--- src/rtl/regfile_pkg.sv ---
// regfile_pkg: shared constants and enums for the register-file write-port
// controller.
//   NUM_REGS / ADDR_W / DATA_W : register-file geometry (16 x 16)
//   state_t                    : controller phase (zero sweep, normal run)
//   req_id_t                   : requester identity, also the arbiter pointer
package regfile_pkg;

    localparam int unsigned NUM_REGS = 16;
    localparam int unsigned ADDR_W   = 4;
    localparam int unsigned DATA_W   = 16;

    typedef enum logic {
        INIT = 1'b0,
        RUN  = 1'b1
    } state_t;

    typedef enum logic {
        REQ_A = 1'b0,
        REQ_B = 1'b1
    } req_id_t;

endpackage

--- src/rtl/regfile_wr_ctrl_rr_arb2.sv ---
// rr_arb2: two-way round-robin arbiter for the register-file write port.
//   clk      in   rising-edge clock
//   rst      in   synchronous active-high reset, pointer returns to REQ_A
//   req[1:0] in   request vector, bit 0 = requester A, bit 1 = requester B
//   advance  in   a grant was taken this cycle
//   grant    out  one-hot grant (combinational from req and pointer)
module rr_arb2
    import regfile_pkg::*;
(
    input  logic       clk,
    input  logic       rst,
    input  logic [1:0] req,
    input  logic       advance,
    output logic [1:0] grant
);

    req_id_t ptr;

    // The pointer only moves on contention; a lone requester never
    // steals priority from the other side.
    always_ff @(posedge clk) begin
        if (rst) begin
            ptr <= REQ_A;
        end else if (advance && (&req)) begin
            ptr <= (ptr == REQ_A) ? REQ_B : REQ_A;
        end
    end

    always_comb begin
        grant    = '0;
        grant[0] = req[0] && (!req[1] || (ptr == REQ_A));
        grant[1] = req[1] && (!req[0] || (ptr == REQ_B));
    end

endmodule

--- src/rtl/regfile_wr_ctrl.sv ---
// regfile_wr_ctrl: write-port controller for the 16x16 register file.
// After reset it sweeps every register to zero (INIT), then shares the write
// port between writeback (A) and the load/multi-cycle return path (B) with
// round-robin arbitration (RUN). Writes to R0 are accepted but dropped.
//   clk, rst                 clock, synchronous active-high reset
//   a_valid/a_ready/a_addr/a_data   requester A handshake and payload
//   b_valid/b_ready/b_addr/b_data   requester B handshake and payload
//   rf_wen/rf_waddr/rf_wdata        registered register-file write port
//   init_done                       high once the zero sweep has finished
//   rd1_addr, rd2_addr              read addresses presented to the file
//   rd1/rd2_byp_valid, _byp_data    forwarding of the in-flight write
// Build option: define RF_BYPASS_EN to enable the read-port forwarding;
// otherwise the bypass outputs are tied to zero.
module regfile_wr_ctrl
    import regfile_pkg::*;
#(
    parameter int unsigned NUM_REGS = regfile_pkg::NUM_REGS,
    parameter int unsigned ADDR_W   = regfile_pkg::ADDR_W,
    parameter int unsigned DATA_W   = regfile_pkg::DATA_W
) (
    input  logic              clk,
    input  logic              rst,
    input  logic              a_valid,
    output logic              a_ready,
    input  logic [ADDR_W-1:0] a_addr,
    input  logic [DATA_W-1:0] a_data,
    input  logic              b_valid,
    output logic              b_ready,
    input  logic [ADDR_W-1:0] b_addr,
    input  logic [DATA_W-1:0] b_data,
    output logic              rf_wen,
    output logic [ADDR_W-1:0] rf_waddr,
    output logic [DATA_W-1:0] rf_wdata,
    output logic              init_done,
    input  logic [ADDR_W-1:0] rd1_addr,
    input  logic [ADDR_W-1:0] rd2_addr,
    output logic              rd1_byp_valid,
    output logic [DATA_W-1:0] rd1_byp_data,
    output logic              rd2_byp_valid,
    output logic [DATA_W-1:0] rd2_byp_data
);

    // One extra counter bit so the sweep can count past the last register
    // without wrapping; the count of NUM_REGS marks the sweep as finished.
    localparam logic [ADDR_W:0] SWEEP_LEN = (ADDR_W + 1)'(NUM_REGS);

    state_t              state;
    state_t              state_nxt;
    logic [ADDR_W:0]     sweep_cnt;
    logic [ADDR_W:0]     sweep_cnt_nxt;
    logic                rf_wen_nxt;
    logic [ADDR_W-1:0]   rf_waddr_nxt;
    logic [DATA_W-1:0]   rf_wdata_nxt;
    logic [1:0]          req;
    logic [1:0]          grant;
    logic                advance;

    // No grant while reset is asserted, so a requester never sees a
    // handshake that the reset is about to discard.
    assign req     = {b_valid, a_valid} & {2{(state == RUN) && !rst}};
    assign advance = |grant;
    assign a_ready = grant[0];
    assign b_ready = grant[1];

    assign init_done = (state == RUN);

    rr_arb2 u_arb (
        .clk     (clk),
        .rst     (rst),
        .req     (req),
        .advance (advance),
        .grant   (grant)
    );

    always_comb begin
        state_nxt     = state;
        sweep_cnt_nxt = sweep_cnt;
        rf_wen_nxt    = 1'b0;
        rf_waddr_nxt  = rf_waddr;
        rf_wdata_nxt  = rf_wdata;
        unique case (state)
            INIT: begin
                if (sweep_cnt < SWEEP_LEN) begin
                    rf_wen_nxt    = 1'b1;
                    rf_waddr_nxt  = sweep_cnt[ADDR_W-1:0];
                    rf_wdata_nxt  = '0;
                    sweep_cnt_nxt = sweep_cnt + 1'b1;
                end else begin
                    state_nxt = RUN;
                end
            end
            RUN: begin
                // R0 handshakes still complete; only the enable is withheld.
                if (grant[0]) begin
                    rf_wen_nxt   = (a_addr != '0);
                    rf_waddr_nxt = a_addr;
                    rf_wdata_nxt = a_data;
                end else if (grant[1]) begin
                    rf_wen_nxt   = (b_addr != '0);
                    rf_waddr_nxt = b_addr;
                    rf_wdata_nxt = b_data;
                end
            end
            default: begin
                state_nxt = INIT;
            end
        endcase
    end

    always_ff @(posedge clk) begin
        if (rst) begin
            state     <= INIT;
            sweep_cnt <= '0;
            rf_wen    <= 1'b0;
            rf_waddr  <= '0;
            rf_wdata  <= '0;
        end else begin
            state     <= state_nxt;
            sweep_cnt <= sweep_cnt_nxt;
            rf_wen    <= rf_wen_nxt;
            rf_waddr  <= rf_waddr_nxt;
            rf_wdata  <= rf_wdata_nxt;
        end
    end

`ifdef RF_BYPASS_EN
    assign rd1_byp_valid = rf_wen && (rf_waddr == rd1_addr) && (rd1_addr != '0);
    assign rd1_byp_data  = rf_wdata;
    assign rd2_byp_valid = rf_wen && (rf_waddr == rd2_addr) && (rd2_addr != '0);
    assign rd2_byp_data  = rf_wdata;
`else
    logic unused_rd_addr;
    assign unused_rd_addr = ^{rd1_addr, rd2_addr};
    assign rd1_byp_valid  = 1'b0;
    assign rd1_byp_data   = '0;
    assign rd2_byp_valid  = 1'b0;
    assign rd2_byp_data   = '0;
`endif

endmodule

--- config.mk ---
export PLATFORM = sky130hd
export DESIGN_NAME = regfile_wr_ctrl
export DESIGN_NICKNAME = d
export VERILOG_FILES = /design/src/rtl/regfile_pkg.sv /design/src/rtl/regfile_wr_ctrl_rr_arb2.sv /design/src/rtl/regfile_wr_ctrl.sv
export SDC_FILE = /design/constraint.sdc
export NUM_CORES = 1
export LEC_CHECK = 0
export BUFFER_PORTS_ARGS = -buffer_cell sky130_fd_sc_hd__clkbuf_2
export CAP_MARGIN = 40
export CORE_MARGIN = 2
export CORE_UTILIZATION = 45
export DETAILED_ROUTE_END_ITERATION = 7
export GPL_TIMING_DRIVEN = 0
export PLACE_DENSITY_LB_ADDON = 0.15
export SLEW_MARGIN = 15
export SYNTH_ARGS = -nofsm -noshare
export SYNTH_HDL_FRONTEND = slang
export SYNTH_HIERARCHICAL = 1
export SYNTH_SLANG_ARGS = --single-unit
--- constraint.sdc ---
create_clock -name clk -period 3.74 [get_ports clk]
set_input_delay 0.187 -clock clk [delete_from_list [all_inputs] [get_ports clk]]
set_output_delay 0.187 -clock clk [all_outputs]
set_load 0.005 [all_outputs]
Word level (Yosys, flattened, before mapping)
Cells that the tools add are included.
Word-level totals
  output and inout bits: 58
  logic and storage cells: 43
  flip-flop bits (word level): 28
  bits of input ports: 52
Cells by class
  add/subtract/negate cells: 1
  mux-type cells: 15
  order comparisons: 1
  reduce and logical (&&, ||, !) cells: 15
  bitwise operators: 3
  equality and inequality tests: 2
Operator list (count)
  2-to-1 mux 16 bit: 3
  one-hot mux 16 bit (2 select lines): 1
  2-to-1 mux 4 bit: 3
  one-hot mux 4 bit (2 select lines): 1
  nonzero test 4 bit: 2
  2-to-1 mux 1 bit: 6
  AND reduction 2 bit: 3
  adder 5 x 1 -> 5 bit (second input constant): 1
  < comparator 5 bit (second input constant): 1
  logical AND 1 bit: 4
  logical NOT 1 bit: 3
  inequality test 3 bit (second input constant): 1
  bitwise AND 2 bit: 1
  logical OR 1 bit: 2
  inequality test 2 bit (second input constant): 1
  inverter 1 bit: 2
  one-hot mux 1 bit (2 select lines): 1
  OR reduction 2 bit: 1

Depth between registers and ports, before layout
  depth in word-level cells: 9
  depth in mapped cells: 10
  gate-level depth less buffers: 6

Cells and area by module
Netlist, hierarchy kept.
By module, submodules not included
  regfile_wr_ctrl: instances 1, cells an instance 187, area an instance 1605.3 µm², seq. area each 540.5 µm²
  rr_arb2: instances 1, cells an instance 8, area an instance 70.1 µm², seq. area each 20.0 µm²

Least setup slack after synthesis
No wires, ideal clock.
  path kind: reg2reg
  start: register state (netlist: init_done)
  end: register u_arb.ptr
  setup slack: 1.604 ns
  clock period less this slack: 2.136 ns
  library setup time: 0.121 ns
  arrival time: 2.015 ns
  data required time: 3.619 ns
  stages on the path, launching flop included: 9
  buffers on the path: 2
  cell sequence: dfxtp_1 nor2b_1 and2_1 a21boi_0 buf_2 buf_2 or2_2 nand3_1 mux2_4
On the way
  elaborated cells between the ends (all ways): 11
  those cells by class: bitwise (1); reduce/logical (10)
RTL lines
  from (decl): RTL line regfile_wr_ctrl.sv:47  | state_t state;
  from (signal assigned): RTL line regfile_wr_ctrl.sv:118  | state <= state_nxt;
  logical AND 1 bit: RTL line regfile_wr_ctrl.sv:60  | assign req = {b_valid, a_valid} & {2{(state == RUN) && !rst}};
  bitwise AND 2 bit: RTL line regfile_wr_ctrl.sv:60
  via req[0]: RTL line regfile_wr_ctrl.sv:54  | logic [1:0] req;
  logical AND 1 bit: RTL line regfile_wr_ctrl_rr_arb2.sv:31  | grant[0] = req[0] && (!req[1] || (ptr == REQ_A));
  via a_ready: RTL line regfile_wr_ctrl.sv:24  | output logic a_ready,
  OR reduction 2 bit: RTL line regfile_wr_ctrl.sv:61  | assign advance = |grant;
  via advance: RTL line regfile_wr_ctrl.sv:56  | logic advance;
  logical AND 1 bit: RTL line regfile_wr_ctrl_rr_arb2.sv:24  | end else if (advance && (&req)) begin
  to (signal assigned): RTL line regfile_wr_ctrl_rr_arb2.sv:25  | ptr <= (ptr == REQ_A) ? REQ_B : REQ_A;
  to (decl): RTL line regfile_wr_ctrl_rr_arb2.sv:17  | req_id_t ptr;
The timed path passes the listed nets, and every way through them passes these cells.
A chain may end at the register's enable or synchronous reset.

Worst setup path in the final report
  start: register state (netlist: init_done)
  end: register u_arb.ptr
On the way
  word-level cells in the longest chain between the ends: 7
  elaborated cells between the ends (all ways): 11
  those cells by class: bitwise (1); reduce/logical (10)
RTL lines
  logical AND 1 bit (*): RTL line regfile_wr_ctrl.sv:60
  bitwise AND 2 bit (*): RTL line regfile_wr_ctrl.sv:60
  via req[0]: RTL line regfile_wr_ctrl.sv:54
  logical NOT 1 bit: RTL line regfile_wr_ctrl_rr_arb2.sv:32  | grant[1] = req[1] && (!req[0] || (ptr == REQ_B));
  logical OR 1 bit: RTL line regfile_wr_ctrl_rr_arb2.sv:32
  logical AND 1 bit: RTL line regfile_wr_ctrl_rr_arb2.sv:32
  OR reduction 2 bit (*): RTL line regfile_wr_ctrl.sv:61
  via advance: RTL line regfile_wr_ctrl.sv:56
  logical AND 1 bit (*): RTL line regfile_wr_ctrl_rr_arb2.sv:24
Mark *: on every way through the listed nets, which the timed path passes. The rest lies on a longest branch.

==> impl_metrics.xml <==
<?xml version="1.0" encoding="UTF-8"?>
<metrics>
  <group name="place">
    <metric name="dp_slack" unit="ps">1260</metric>
    <metric name="dp_hpwl" unit="mm">2.91</metric>
    <metric name="placement.io_buffers" unit="">67</metric>
    <metric name="routabilityCongestion" unit="">0.769</metric>
  </group>
  <group name="setup_path">
    <metric name="critical_path.reg2reg.startpoint" unit="">init_done</metric>
    <metric name="regToRegSetupSlack" unit="ps">1290</metric>
    <metric name="cp.required" unit="ps">3900</metric>
    <metric name="arrival_time_at_the_worst_endpoint" unit="ps">2610</metric>
    <metric name="worst-r2r-cell-count" unit="">8</metric>
    <metric name="critPathKind" unit="">register to register</metric>
    <metric name="critPathMaxFanout" unit="">10</metric>
    <metric name="crit_start" unit="">init_done</metric>
    <metric name="crit_path_start_kind" unit="">register</metric>
    <metric name="critical_path_sink" unit="">u_arb/ptr</metric>
    <metric name="crit_path_end_kind" unit="">register</metric>
    <metric name="reg2reg_to" unit="">u_arb/ptr</metric>
  </group>
  <group name="floorplanning">
    <metric name="core_region_area" unit="mm^2">0.00361</metric>
    <metric name="fp.dieArea" unit="mm^2">0.00423</metric>
    <metric name="die-width" unit="um">65.0</metric>
    <metric name="initial_cell_density_of_the_core" unit="%">46.5</metric>
    <metric name="rows" unit="">22</metric>
    <metric name="die_height" unit="um">65.0</metric>
    <metric name="design.portCount" unit="">110</metric>
  </group>
  <group name="global_routing">
    <metric name="vias_in_the_first_global_route" unit="">1263</metric>
    <metric name="grt.total_usage" unit="%">17.3</metric>
    <metric name="grt_first_pass_wirelength" unit="mm">5.82</metric>
    <metric name="grt_max_degree" unit="">17</metric>
    <metric name="grt_antenna_before_repair" unit="">0</metric>
    <metric name="grt.overflow.total" unit="">0</metric>
  </group>
  <group name="clocking">
    <metric name="hold_buffers" unit="">0</metric>
    <metric name="cts_setup_buffers" unit="">0</metric>
    <metric name="cts_made_buffers" unit="">3</metric>
    <metric name="clkTransAtPathRegs" unit="ps">90</metric>
    <metric name="cts_repair_resize_count" unit="">0</metric>
    <metric name="cts_tree" unit="">built</metric>
    <metric name="clockRootBuffer" unit="">sky130_fd_sc_hd__clkbuf_8</metric>
    <metric name="htreeDepth" unit="">1</metric>
    <metric name="clk_path_buf_depth" unit="">2</metric>
    <metric name="clock_insertion_delay_worst_skew" unit="ps">270</metric>
    <metric name="clock-sinks" unit="">28</metric>
  </group>
  <group name="sta">
    <metric name="finalClockSkew" unit="ps">5.32</metric>
    <metric name="final_period_minus_worst_setup_slack" unit="ps">2450</metric>
    <metric name="slew_headroom" unit="%">46.6</metric>
    <metric name="rsz0062_at_grt" unit="">no</metric>
    <metric name="finalHoldViolations" unit="">0</metric>
    <metric name="finalSetupViolCount" unit="">0</metric>
    <metric name="setup-tns-final" unit="ps">0</metric>
    <metric name="tightest_slew" unit="ps">794</metric>
    <metric name="fmax" unit="MHz">409</metric>
    <metric name="timing_max_transition_violations_final" unit="">0</metric>
    <metric name="crit_share_post_route" unit="%">65.4</metric>
    <metric name="post-route-worst-setup-slack" unit="ps">1290</metric>
  </group>
  <group name="detailed_routing">
    <metric name="wl_per_cell" unit="um">10.7</metric>
    <metric name="vias_per_cell" unit="">4.48</metric>
    <metric name="remaining_drc_errors" unit="">0</metric>
    <metric name="count_of_nets_left_with_antenna_violations_after_detail_routing" unit="">0</metric>
    <metric name="routed_wl" unit="mm">3.72</metric>
    <metric name="via_count" unit="">1555</metric>
    <metric name="drt_pass_1_iters" unit="">4</metric>
    <metric name="dr.first_iter.drc_count" unit="">73</metric>
  </group>
  <group name="yosys">
    <metric name="post_synth_edffs" unit="">0</metric>
    <metric name="yosysSeqAreaShare" unit="%">33.5</metric>
    <metric name="post-synth-top-area-fraction" unit="%">33.5</metric>
    <metric name="synth_largest_area_cell" unit="">sky130_fd_sc_hd__dfxtp_1</metric>
    <metric name="ys.warnings.count" unit="">6</metric>
    <metric name="synthMostInstantiatedCell" unit="">sky130_fd_sc_hd__buf_4</metric>
    <metric name="synth-seq-cells" unit="">28</metric>
    <metric name="synth_area" unit="mm^2">0.00168</metric>
    <metric name="synthCells" unit="">195</metric>
    <metric name="most_used_dff_post_synth" unit="">sky130_fd_sc_hd__dfxtp_1</metric>
    <metric name="async_reset_ff_share" unit="%">0</metric>
    <metric name="syn_area_per_cell" unit="um^2">8.59</metric>
    <metric name="synth.top_cells.by_area" unit="">sky130_fd_sc_hd__dfxtp_1 33%, sky130_fd_sc_hd__buf_4 16%, sky130_fd_sc_hd__mux2_2 9.4%, sky130_fd_sc_hd__a21oi_1 5.7%, sky130_fd_sc_hd__nand3_1 3.6%</metric>
    <metric name="synthTopCellsByCount" unit="">35 x sky130_fd_sc_hd__buf_4, 28 x sky130_fd_sc_hd__dfxtp_1, 19 x sky130_fd_sc_hd__a21oi_1</metric>
    <metric name="synthDistinctLibCells" unit="">37</metric>
  </group>
  <group name="pwr">
    <metric name="power" unit="uW">624</metric>
    <metric name="worst_ir_drop_on_vdd" unit="V">0.000206</metric>
    <metric name="p_leak" unit="nW">1.09</metric>
    <metric name="powerDensity" unit="mW/mm^2">276</metric>
  </group>
  <group name="final_layout">
    <metric name="layout-drive-gt1-share" unit="%">44.1</metric>
    <metric name="insertedDiodeCount" unit="">0</metric>
    <metric name="nets_finish" unit="">353</metric>
    <metric name="area_growth_syn_to_layout" unit="%">35.2</metric>
  </group>
  <group name="run">
    <metric name="max-cap-violations" unit="">0</metric>
  </group>
  <group name="run_status">
    <metric name="run_status" unit="">completed</metric>
  </group>
  <group name="hold_path">
    <metric name="timing.hold.worst.class" unit="">primary input to register</metric>
    <metric name="min_from" unit="">b_data[3]</metric>
  </group>
</metrics>
-- area by class of cell --
| type | count | area (um^2) |
|---|---|---|
| tap | 48 | 60.1 |
| multi-input combinational | 150 | 911 |
| clock buffer | 3 | 41.3 |
| buffer | 47 | 317 |
| clock inverter | 1 | 30.0 |
| fill | 359 | 1340 |
| inverter | 3 | 11.3 |
| timing repair buffer | 67 | 335 |
| sequential | 28 | 561 |
-- cell families (layout without fill, tap and decap cells) --
logic type | Yosys count | count (layout) | synth area share, %
other | 1 | 34 | 0.224
DFF | 28 | 28 | 33.5
and+or+nand+nor | 49 | 49 | 14.6
adders and majority gates | 1 | 1 | 0.747
xor gates and xnor gates | 2 | 2 | 1.05
buffers and inverters | 50 | 121 | 19.6
muxes | 18 | 18 | 12.1
AOI/OAI and AO/OA | 46 | 46 | 18.2
-- per-stage QoR --
stage | util [%] | hold WS (ps) | instances | cell area (um^2)
2_1_floorplan | - | 362 | 228 | 1800
3_3_place_gp | 60.9 | 449 | 343 | 2190
3_5_place_dp | 60.9 | 454 | 343 | 2190
4_1_cts | 62.8 | 181 | 347 | 2270
5_1_grt | 62.8 | 222 | 347 | 2270
6_report | 62.8 | 183 | 347 | 2270
-- cells in the final DEF (no fill, tap or decap), drive strengths merged, types with 2 or more instances in the layout --
cell type and instances:
a21oi 21, clkbuf 75, or2 3, conb 34, mux2 15, o21ai 5
a211oi 6, nand2b 4, and2 2, a21boi 2, xnor2 2, inv 3
buf 42, o2bb2ai 3, nor2 6, mux2i 3, o311ai 3, dfxtp 28
nand3 12, nand2 16
-- sequential cells by signal, indices dropped and copies added, names as in the netlist --
register,count
rf_wen,1
u_arb/ptr,1
rf_wdata,16
sweep_cnt,5
init_done,1
rf_waddr,4
-- where the power goes --
group	internal (mW)	switching, mW
Sequential	0.303	0.00408
Clock	0.143	0.0893
Combinational	0.0526	0.0322
Total	0.499	0.126
-- worst max-delay path: stages, from the launching register on --
cell	delay, ps
sky130_fd_sc_hd__dfxtp_1	480
sky130_fd_sc_hd__nor2b_1	240
sky130_fd_sc_hd__and2_1	190
sky130_fd_sc_hd__a21boi_0	310
sky130_fd_sc_hd__buf_2	280
sky130_fd_sc_hd__buf_2	280
sky130_fd_sc_hd__or2_2	160
sky130_fd_sc_hd__nand3_1	100
sky130_fd_sc_hd__mux2_4	300
-- worst min-delay path by stage --
| stage | endpoint | slack (ps) | cells after the start |
|---|---|---|---|
| final | rf_wdata[3] | 180 | 3 |
| after global routing | rf_wdata[3] | 220 | 3 |
| after CTS | rf_wdata[3] | 180 | 3 |
| after detailed placement | rf_wdata[3] | 450 | 1 |
| after global placement | rf_wdata[2] | 450 | 2 |
| after floorplan | rf_wdata[0] | 360 | 2 |
-- metal layers --
metal	vias to the layer above	part of all wire (%)	track usage [%]
met5	-	0	0
met4	0	0.54	3.91
met3	2	7.5	3.82
met2	58	49	28.6
met1	678	43	23.2
li1	817	-	-
Note: power is estimated with default switching activity, not from simulation.
